`src/rtl/control_unit_pkg.sv`:
```
// Shared types and constants for the control unit and its opcode decoder.
package control_unit_pkg;

  localparam int unsigned CU_OPCODE_WIDTH  = 4;
  localparam int unsigned CU_OPERAND_WIDTH = 12;

  typedef enum logic [CU_OPCODE_WIDTH-1:0] {
    OP_NOP   = 4'h0,
    OP_LOAD  = 4'h1,
    OP_STORE = 4'h2,
    OP_ADD   = 4'h3,
    OP_SUB   = 4'h4,
    OP_AND   = 4'h5,
    OP_OR    = 4'h6,
    OP_XOR   = 4'h7,
    OP_NOT   = 4'h8,
    OP_JMP   = 4'h9,
    OP_JZ    = 4'hA,
    OP_JN    = 4'hB,
    OP_LDI   = 4'hC,
    OP_ILL_D = 4'hD,
    OP_ILL_E = 4'hE,
    OP_HLT   = 4'hF
  } opcode_e;

  typedef enum logic [2:0] {
    ST_INIT,
    ST_FETCH,
    ST_DECODE,
    ST_MEM_RD,
    ST_MEM_WR,
    ST_WRITEBACK,
    ST_HALT
  } state_e;

  typedef enum logic [2:0] {
    ALU_PASS_MEM = 3'd0,
    ALU_ADD      = 3'd1,
    ALU_SUB      = 3'd2,
    ALU_AND      = 3'd3,
    ALU_OR       = 3'd4,
    ALU_XOR      = 3'd5,
    ALU_NOT      = 3'd6,
    ALU_PASS_OPD = 3'd7
  } alu_op_e;

  // What DECODE should do next for the current opcode and flags.
  typedef enum logic [2:0] {
    DEC_NEXT,
    DEC_BRANCH,
    DEC_MEM_RD,
    DEC_MEM_WR,
    DEC_WRITEBACK,
    DEC_HALT,
    DEC_ILLEGAL
  } dec_action_e;

  typedef struct packed {
    dec_action_e action;
    alu_op_e     alu_op;
  } dec_t;

endpackage

```
`src/rtl/control_decoder.sv`:
```
// Combinational opcode-to-control decode; branch conditions resolved here.
module control_decoder
  import control_unit_pkg::*;
(
  input  logic [CU_OPCODE_WIDTH-1:0] opcode,
  input  logic                       acc_zero,
  input  logic                       acc_neg,
  output dec_t                       dec
);

  // Map each opcode to a DECODE action and the ALU operation it uses.
  always_comb begin
    dec.action = DEC_NEXT;
    dec.alu_op = ALU_PASS_MEM;
    case (opcode_e'(opcode))
      OP_NOP:   dec.action = DEC_NEXT;
      OP_LOAD:  begin dec.action = DEC_MEM_RD;    dec.alu_op = ALU_PASS_MEM; end
      OP_STORE: dec.action = DEC_MEM_WR;
      OP_ADD:   begin dec.action = DEC_MEM_RD;    dec.alu_op = ALU_ADD;      end
      OP_SUB:   begin dec.action = DEC_MEM_RD;    dec.alu_op = ALU_SUB;      end
      OP_AND:   begin dec.action = DEC_MEM_RD;    dec.alu_op = ALU_AND;      end
      OP_OR:    begin dec.action = DEC_MEM_RD;    dec.alu_op = ALU_OR;       end
      OP_XOR:   begin dec.action = DEC_MEM_RD;    dec.alu_op = ALU_XOR;      end
      OP_NOT:   begin dec.action = DEC_WRITEBACK; dec.alu_op = ALU_NOT;      end
      OP_JMP:   dec.action = DEC_BRANCH;
      OP_JZ:    dec.action = acc_zero ? DEC_BRANCH : DEC_NEXT;
      OP_JN:    dec.action = acc_neg  ? DEC_BRANCH : DEC_NEXT;
      OP_LDI:   begin dec.action = DEC_WRITEBACK; dec.alu_op = ALU_PASS_OPD; end
      OP_HLT:   dec.action = DEC_HALT;
      default:  dec.action = DEC_ILLEGAL;
    endcase
  end

endmodule

```
`src/rtl/control_unit.sv`:
```
// Multi-cycle control FSM: fetch, decode, memory access, writeback, halt.
module control_unit
  import control_unit_pkg::*;
#(
  parameter int unsigned INSTRUCTION_REGISTER = 16,
  parameter int unsigned OPCODE_WIDTH         = 4,
  parameter int unsigned WAIT_LIMIT           = 15
) (
  input  logic                                     clock,
  input  logic                                     cu_reset,
  input  logic [INSTRUCTION_REGISTER-1:0]          cu_ir_in,
  input  logic                                     cu_mem_ready,
  input  logic                                     cu_acc_zero,
  input  logic                                     cu_acc_neg,
  output logic                                     cu_ir_wr,
  output logic                                     cu_ir_reset,
  output logic                                     cu_pc_inc,
  output logic                                     cu_pc_wr,
  output logic                                     cu_mem_rd,
  output logic                                     cu_mem_wr,
  output logic                                     cu_addr_sel,
  output logic                                     cu_acc_wr,
  output logic [2:0]                               cu_alu_op,
  output logic [INSTRUCTION_REGISTER-OPCODE_WIDTH-1:0] cu_operand,
  output logic                                     cu_halted,
  output logic                                     cu_fault,
  output logic [15:0]                              cu_instr_count
);

  localparam int unsigned WAIT_W = (WAIT_LIMIT < 2) ? 1 : $clog2(WAIT_LIMIT + 1);

  state_e                state, state_nxt;
  logic [WAIT_W-1:0]     wait_cnt, wait_nxt;
  logic                  fault, set_fault, retire, wait_done;
  logic [15:0]           instr_count;
  logic [CU_OPCODE_WIDTH-1:0] opcode;
  dec_t                  dec;

  logic    ir_wr, pc_inc, pc_wr, mem_rd, mem_wr, addr_sel, acc_wr, halted;
  alu_op_e alu_op;

  assign opcode     = cu_ir_in[INSTRUCTION_REGISTER-1 -: CU_OPCODE_WIDTH];
  assign cu_operand = cu_ir_in[INSTRUCTION_REGISTER-OPCODE_WIDTH-1:0];
  assign wait_done  = (wait_cnt == WAIT_W'(WAIT_LIMIT - 1));

  control_decoder u_decoder (
    .opcode   (opcode),
    .acc_zero (cu_acc_zero),
    .acc_neg  (cu_acc_neg),
    .dec      (dec)
  );

  // State, wait counter, sticky fault and retired-instruction counter.
  always_ff @(posedge clock) begin
    if (cu_reset) begin
      state       <= ST_INIT;
      wait_cnt    <= '0;
      fault       <= 1'b0;
      instr_count <= '0;
    end else begin
      state    <= state_nxt;
      wait_cnt <= wait_nxt;
      if (set_fault) fault <= 1'b1;
      if (retire) instr_count <= instr_count + 16'd1;
    end
  end

  // Next-state and per-state outputs; wait_nxt defaults to 0 so any state change clears it.
  always_comb begin
    state_nxt   = state;
    wait_nxt    = '0;
    set_fault   = 1'b0;
    retire      = 1'b0;
    ir_wr       = 1'b0;
    cu_ir_reset = 1'b0;
    pc_inc      = 1'b0;
    pc_wr       = 1'b0;
    mem_rd      = 1'b0;
    mem_wr      = 1'b0;
    addr_sel    = 1'b0;
    acc_wr      = 1'b0;
    alu_op      = ALU_PASS_MEM;
    halted      = 1'b0;
    case (state)
      ST_INIT: begin
        cu_ir_reset = 1'b1;
        state_nxt   = ST_FETCH;
      end
      ST_FETCH: begin
        mem_rd = 1'b1;
        if (cu_mem_ready) begin
          ir_wr     = 1'b1;
          pc_inc    = 1'b1;
          state_nxt = ST_DECODE;
        end else if (wait_done) begin
          state_nxt = ST_HALT;
          set_fault = 1'b1;
        end else begin
          wait_nxt = wait_cnt + WAIT_W'(1);
        end
      end
      ST_DECODE: begin
        case (dec.action)
          DEC_NEXT:      begin state_nxt = ST_FETCH; retire = 1'b1; end
          DEC_BRANCH:    begin pc_wr = 1'b1; state_nxt = ST_FETCH; retire = 1'b1; end
          DEC_MEM_RD:    state_nxt = ST_MEM_RD;
          DEC_MEM_WR:    state_nxt = ST_MEM_WR;
          DEC_WRITEBACK: state_nxt = ST_WRITEBACK;
          DEC_HALT:      state_nxt = ST_HALT;
          default:       begin state_nxt = ST_HALT; set_fault = 1'b1; end
        endcase
      end
      ST_MEM_RD: begin
        mem_rd   = 1'b1;
        addr_sel = 1'b1;
        alu_op   = dec.alu_op;
        if (cu_mem_ready) begin
          state_nxt = ST_WRITEBACK;
        end else if (wait_done) begin
          state_nxt = ST_HALT;
          set_fault = 1'b1;
        end else begin
          wait_nxt = wait_cnt + WAIT_W'(1);
        end
      end
      ST_MEM_WR: begin
        mem_wr   = 1'b1;
        addr_sel = 1'b1;
        if (cu_mem_ready) begin
          state_nxt = ST_FETCH;
          retire    = 1'b1;
        end else if (wait_done) begin
          state_nxt = ST_HALT;
          set_fault = 1'b1;
        end else begin
          wait_nxt = wait_cnt + WAIT_W'(1);
        end
      end
      ST_WRITEBACK: begin
        acc_wr    = 1'b1;
        alu_op    = dec.alu_op;
        state_nxt = ST_FETCH;
        retire    = 1'b1;
      end
      ST_HALT: halted = 1'b1;
      default: state_nxt = ST_INIT;
    endcase
  end

  // Reset masks every status/request output; cu_ir_reset and cu_operand pass through.
  assign cu_ir_wr       = ir_wr    & ~cu_reset;
  assign cu_pc_inc      = pc_inc   & ~cu_reset;
  assign cu_pc_wr       = pc_wr    & ~cu_reset;
  assign cu_mem_rd      = mem_rd   & ~cu_reset;
  assign cu_mem_wr      = mem_wr   & ~cu_reset;
  assign cu_addr_sel    = addr_sel & ~cu_reset;
  assign cu_acc_wr      = acc_wr   & ~cu_reset;
  assign cu_alu_op      = cu_reset ? '0 : alu_op;
  assign cu_halted      = halted   & ~cu_reset;
  assign cu_fault       = fault    & ~cu_reset;
  assign cu_instr_count = cu_reset ? '0 : instr_count;

endmodule
```
`config.mk`:
```
export PLATFORM = sky130hd
export DESIGN_NAME = control_unit
export DESIGN_NICKNAME = d
export VERILOG_FILES = /design/src/rtl/control_unit_pkg.sv /design/src/rtl/control_decoder.sv /design/src/rtl/control_unit.sv
export SDC_FILE = /design/constraint.sdc
export NUM_CORES = 1
export LEC_CHECK = 0
export ABC_AREA = 1
export BUFFER_PORTS_ARGS = -buffer_cell sky130_fd_sc_hd__buf_4
export CELL_PAD_IN_SITES_DETAIL_PLACEMENT = 1
export CELL_PAD_IN_SITES_GLOBAL_PLACEMENT = 1
export CORE_MARGIN = 1.5
export CORE_UTILIZATION = 35
export CTS_BUF_LIST = sky130_fd_sc_hd__clkbuf_4 sky130_fd_sc_hd__clkbuf_8
export DETAILED_ROUTE_END_ITERATION = 10
export PLACE_DENSITY = 0.79
export SLEW_MARGIN = 0
export SYNTH_ARGS = -nofsm -noshare
export SYNTH_HDL_FRONTEND = slang
export SYNTH_SLANG_ARGS = --single-unit
```
`constraint.sdc`:
```
create_clock -name clock -period 1.5 [get_ports clock]
set_input_delay 0.15 -clock clock [delete_from_list [all_inputs] [get_ports clock]]
set_output_delay 0.15 -clock clock [all_outputs]
set_load 0.01 [all_outputs]
```
* Word level (Yosys, flattened, before mapping)
Index checks and enable logic that the tools add are counted.
** Word-level totals
- Output and inout port bits :: 41
- Register bits after elaboration :: 24
** Cells by class
- Eq/ne operators :: 25
- Bitwise operators :: 10
- Reduce and logical (&&, ||, !) cells :: 13
- Mux-type cells :: 29
- Add/subtract/negate cells :: 2
** Operators with widths (count)
- 4-bit equality test, second input constant :: 7
- 3-bit case mux with 8 select lines :: 1
- 3-bit case mux with 7 select lines :: 1
- 3-bit two-way mux :: 6
- 3-bit case mux with 6 select lines :: 1
- 16-bit by 1-bit adder with 16-bit output, second input constant :: 1
- 4-bit by 3-bit equality test with 1-bit output, second input constant :: 4
- 1-bit two-way mux :: 16
- 16-bit two-way mux :: 1
- 3-bit equality test, second input constant :: 5
- 3-bit by 2-bit equality test with 1-bit output, second input constant :: 4
- 3-bit case mux with 4 select lines :: 1
- 2-bit OR reduction :: 6
- 6-bit OR reduction :: 2
- 1-bit AND :: 8
- 4-bit by 2-bit equality test with 1-bit output, second input constant :: 2
- 3-bit by 1-bit equality test with 1-bit output, second input constant :: 2
- 3-bit zero test :: 2
- 4-bit by 1-bit adder with 4-bit output, second input constant :: 1
- 4-bit by 1-bit equality test with 1-bit output, second input constant :: 1
- 4-bit zero test :: 1
- 4-bit OR reduction :: 1
- 1-bit case mux with 3 select lines :: 1
- 3-bit OR reduction :: 1
- 2 further kinds :: 3

* Longest topological paths before layout
- Depth in word-level cells :: 7
- Mapped depth :: 11

* Modules after synthesis
A second synthesis with hierarchy kept.
** Unflattened totals
- Cells, all modules :: 290
- Area total of the unflattened synthesis :: 1704.1 sq um
** By module, submodules not included
- control_unit :: area an instance 1561.5 sq um, cells each 255, sequential area each 480.5 sq um, times used 1
- control_decoder :: area an instance 142.6 sq um, cells each 35, sequential area each 0.0 sq um, times used 1

* Least setup slack after synthesis
OpenSTA, ideal clock, no wires.
- Path type :: register to output
- Start point :: reg state[0]
- End point :: out cu_alu_op[0]
- Slack :: -0.174 ns
- Arrival :: 1.524 ns
- Path buffers :: 0
- Stages on the path, launching flop included :: 5
- Data required time :: 1.350 ns
- Cells stage by stage :: dfxtp_1 > inv_1 > nor4_1 > a21oi_1 > nor4_1
** On the way
- Cells in the longest elaborated chain, start to end :: 4
** RTL lines
- start: declaration :: RTL line control_unit.sv:32 : state_e state, state_nxt;
- start signal: assignment :: RTL line control_unit.sv:61 : state <= state_nxt;
- 3-bit by 2-bit equality test with 1-bit output or 3-bit equality test (tied branches) :: RTL line control_unit.sv:84 : case (state)
- 2-bit OR reduction (no line) *
- 3-bit two-way mux * :: RTL line control_unit.sv:84
- 3-bit two-way mux * :: RTL line control_unit.sv:158 : assign cu_alu_op = cu_reset ? '0 : alu_op;
- end: declaration :: RTL line control_unit.sv:23 : output logic [2:0] cu_alu_op,
Every way passes the cells marked *; elsewhere a longest branch is shown, timed or not.

* Worst setup path after layout
- Start point :: reg state[1]
- End point :: out cu_alu_op[0]
Same word-level chain as after synthesis.

==> reports/qor.csv <==
metric,value,unit
crit_arrival,1.41,ns
clkTransAtPathRegs,0.09,ns
die_area,5690,um2
netSwitchingFraction,30.6,%
dpl.cell_count,399,
critPathKind,flop to output pin,
finalWirelength,5770,um
grt_pass1_wl,8830,um
combPwrFrac,22.4,%
initialDrtViolationCount,74,
n_antenna_cell,0,
grt_max_degree,36,
power,1.45,mW
slew_viol_final,0,
h-tree-depth,1,
crit_fanout,5,
whs,0.281,ns
cp.required,1.35,ns
fin_crit,1.56,ns
start_util,36.2,%
synth_top_area_share,26.1,%
netlist_top_cells_area,"dfxtp_1, nand2_1, nand3_1, nor2_1, inv_1",
hold_viol_final,0,
num_rows,26,
worstHoldPathType,primary input to flop,
die_w,75.5,um
tightest_slew,0.363,ns
antenna_left,0,
endpoint_kind,output pin,
fmaxAchievable,0.639,GHz
wire_per_inst,14.0,um
ys_ff_latch,24,
pwr-share-seq,45.9,%
synth_top_cell_by_area,dfxtp_1,
p_switching,444,uW
hpwl,3970,um
clkPwrFrac,31.7,%
drc,0,
fp.dieH,75.5,um
p_int,1.01,mW
cts_max_path_buffers,2,
finalInstanceArea,2430,um2
globalRoute.totalOverflow,0,
insertion_delay,0.27,ns
start_kind,flop,
track_usage,20.1,%
routed_via_density,5.05,
yosys_warnings,0,
syn2layout_area_growth,32.3,%
nets,368,
fill_cells,702,
postSynthNetCount,326,
post-place-ws,0.0328,ns
drt_first_pass_iters,4,
postSynthCellCount,302,
setup_viol,5,
cts_tree,yes,
vias,2085,
cts_root_buf,clkbuf_8,
postPlaceCellArea,2160,um2
antenna_found_initial,0,
numCtsBuffers,3,
top_level_ports,62,
core,5070,um2
cts.sinks,24,
place.gp.congestion,0.786,
ys_seq_area_share,26.1,%
cts_hold_buffers,0,
ir_worst_vdd,282,uV
timing.final.ws_setup,-0.0648,ns
fin_skew,0.00191,ns
syn_area_per_cell,6.09,um2
relSlewSlack,75.8,%
leakagePower,1.03,nW
layout-drive-gt1-share,29.7,%
power_density,596,nW/um2
grt_pass1_vias,1952,
synth_area,1840,um2
rsz0062_at_grt,true,
outcome,"complete, but fails checks",
fin_cells,413,
violations,setup timing,
portBuffers,37,
ys_types,28,
post-route-period-util,104,%
maxCapViolations,0,
[stage by stage]
step | util (%) | TNS [ns]
floorplan | - | 0
global placement | 42.5 | 0
detailed placement | 42.5 | 0
CTS | 45.7 | -0.0997
global route | 47.9 | -0.581
finish | 47.9 | -0.132
[cell type report]
class                           instances  area, um2  area share (%)
Clock buffer                            4       55.1            2.26
Multi-Input combinational cell        218       1190            48.8
Inverter                               39        154            6.33
Tap cell                               70       87.6            3.60
Sequential cell                        24        492            20.2
Timing Repair Buffer                   58        458            18.8
[power groups by stage]
stage                     sequential, mW  combinational [mW]  clock, mW
final                              0.666               0.324      0.460
after global routing               0.667               0.347      0.500
after CTS                          0.664               0.278      0.472
after detailed placement           0.678               0.237          0
after global placement             0.677               0.232          0
after floorplan                    0.676               0.183          0
[worst paths after layout]
kind | slack, ns | startpoint | cells past startpoint | end
setup / recovery | -0.06 | state[1]$_SDFFE_PP0P_ | 5 | cu_alu_op[0]
setup reg to reg | 0.05 | wait_cnt[0]$_SDFF_PP0_ | 9 | state[0]$_SDFFE_PP0P_
hold / removal | 0.28 | cu_mem_ready | 4 | fault$_SDFFE_PP0P_
hold reg to reg | 0.47 | wait_cnt[0]$_SDFF_PP0_ | 1 | wait_cnt[0]$_SDFF_PP0_
[cells in the final DEF (no fill, tap or decap), types with 2 or more instances in the layout]
master,netlist,layout
a21oi_1,22,20
a21oi_2,0,2
buf_4,14,52
buf_6,1,6
clkbuf_8,0,4
dfxtp_1,24,19
dfxtp_2,0,3
dfxtp_4,0,2
ha_1,3,2
inv_1,37,34
inv_2,2,2
inv_4,0,3
nand2_1,71,67
nand2_2,0,3
nand2_4,1,2
nand3_1,35,33
nand3_2,0,2
nand4_1,6,6
nor2_1,46,36
nor2_2,1,10
nor3_1,9,6
nor3_2,0,2
nor3_4,1,2
o21ai_0,3,2
xor2_1,10,10
[state kept, by name (all words and copies together), names as in the netlist]
name	cells
fault	1
instr_count	16
state	3
wait_cnt	4
[worst max-delay path: stages (launching register included)]
cell	delay, ns
dfxtp_4	0.37
buf_6	0.13
nor4_4	0.25
a21oi_2	0.09
nor4_2	0.14
buf_4	0.16
[timing repair]
action | CTS | global route
setup endpoints to repair | 9 | 22
resized for setup | 23 | 24
pin swaps | 4 | 3
cloned | 0 | 0
setup buffers | 7 | 4
endpoints found under the hold margin | 0 | 0
[per-layer routing]
metal / wire (um) / vias to the layer above / part of all wire (%) / global-route usage (%)
met3: 154 / 4 / 2.7 / 2.38
met2: 3160 / 33 / 55 / 38.9
li1: - / 1036 / - / -
met1: 2410 / 1012 / 42 / 22.7
met4: 54 / 0 / 0.94 / 6.55
met5: 0 / - / 0 / 0
[synthesized netlist by cell type]
cell      number
nand2_1       71
clkbuf_1       4
nor2_2         1
a22oi_1        1
o21ai_2        1
nor3_1         9
xnor2_1        1
a31oi_1        1
buf_2          2
o22ai_1        1
buf_4         14
ha_1           3
inv_1         37
buf_6          1
o21ai_0        3
inv_2          2
o211ai_2       1
dfxtp_1       24
xor2_1        10
nand3_4        1
nor3_4         1
a21oi_1       22
nor2_1        46
o221ai_1       1
nor4_1         2
nand2_4        1
nand3_1       35
nand4_1        6
[logic make-up (layout without fill, tap and decap cells)]
| family | after synthesis | in the layout | share of synthesized area, % |
|---|---|---|---|
| simple gates | 173 | 173 | 41.4 |
| buf+inv | 60 | 101 | 15.7 |
| compound gates | 31 | 31 | 9.53 |
| flops | 24 | 24 | 26.1 |
| xor+xnor | 11 | 11 | 5.24 |
| fa+ha+maj | 3 | 3 | 2.04 |
(Power assumes the default switching activity.)
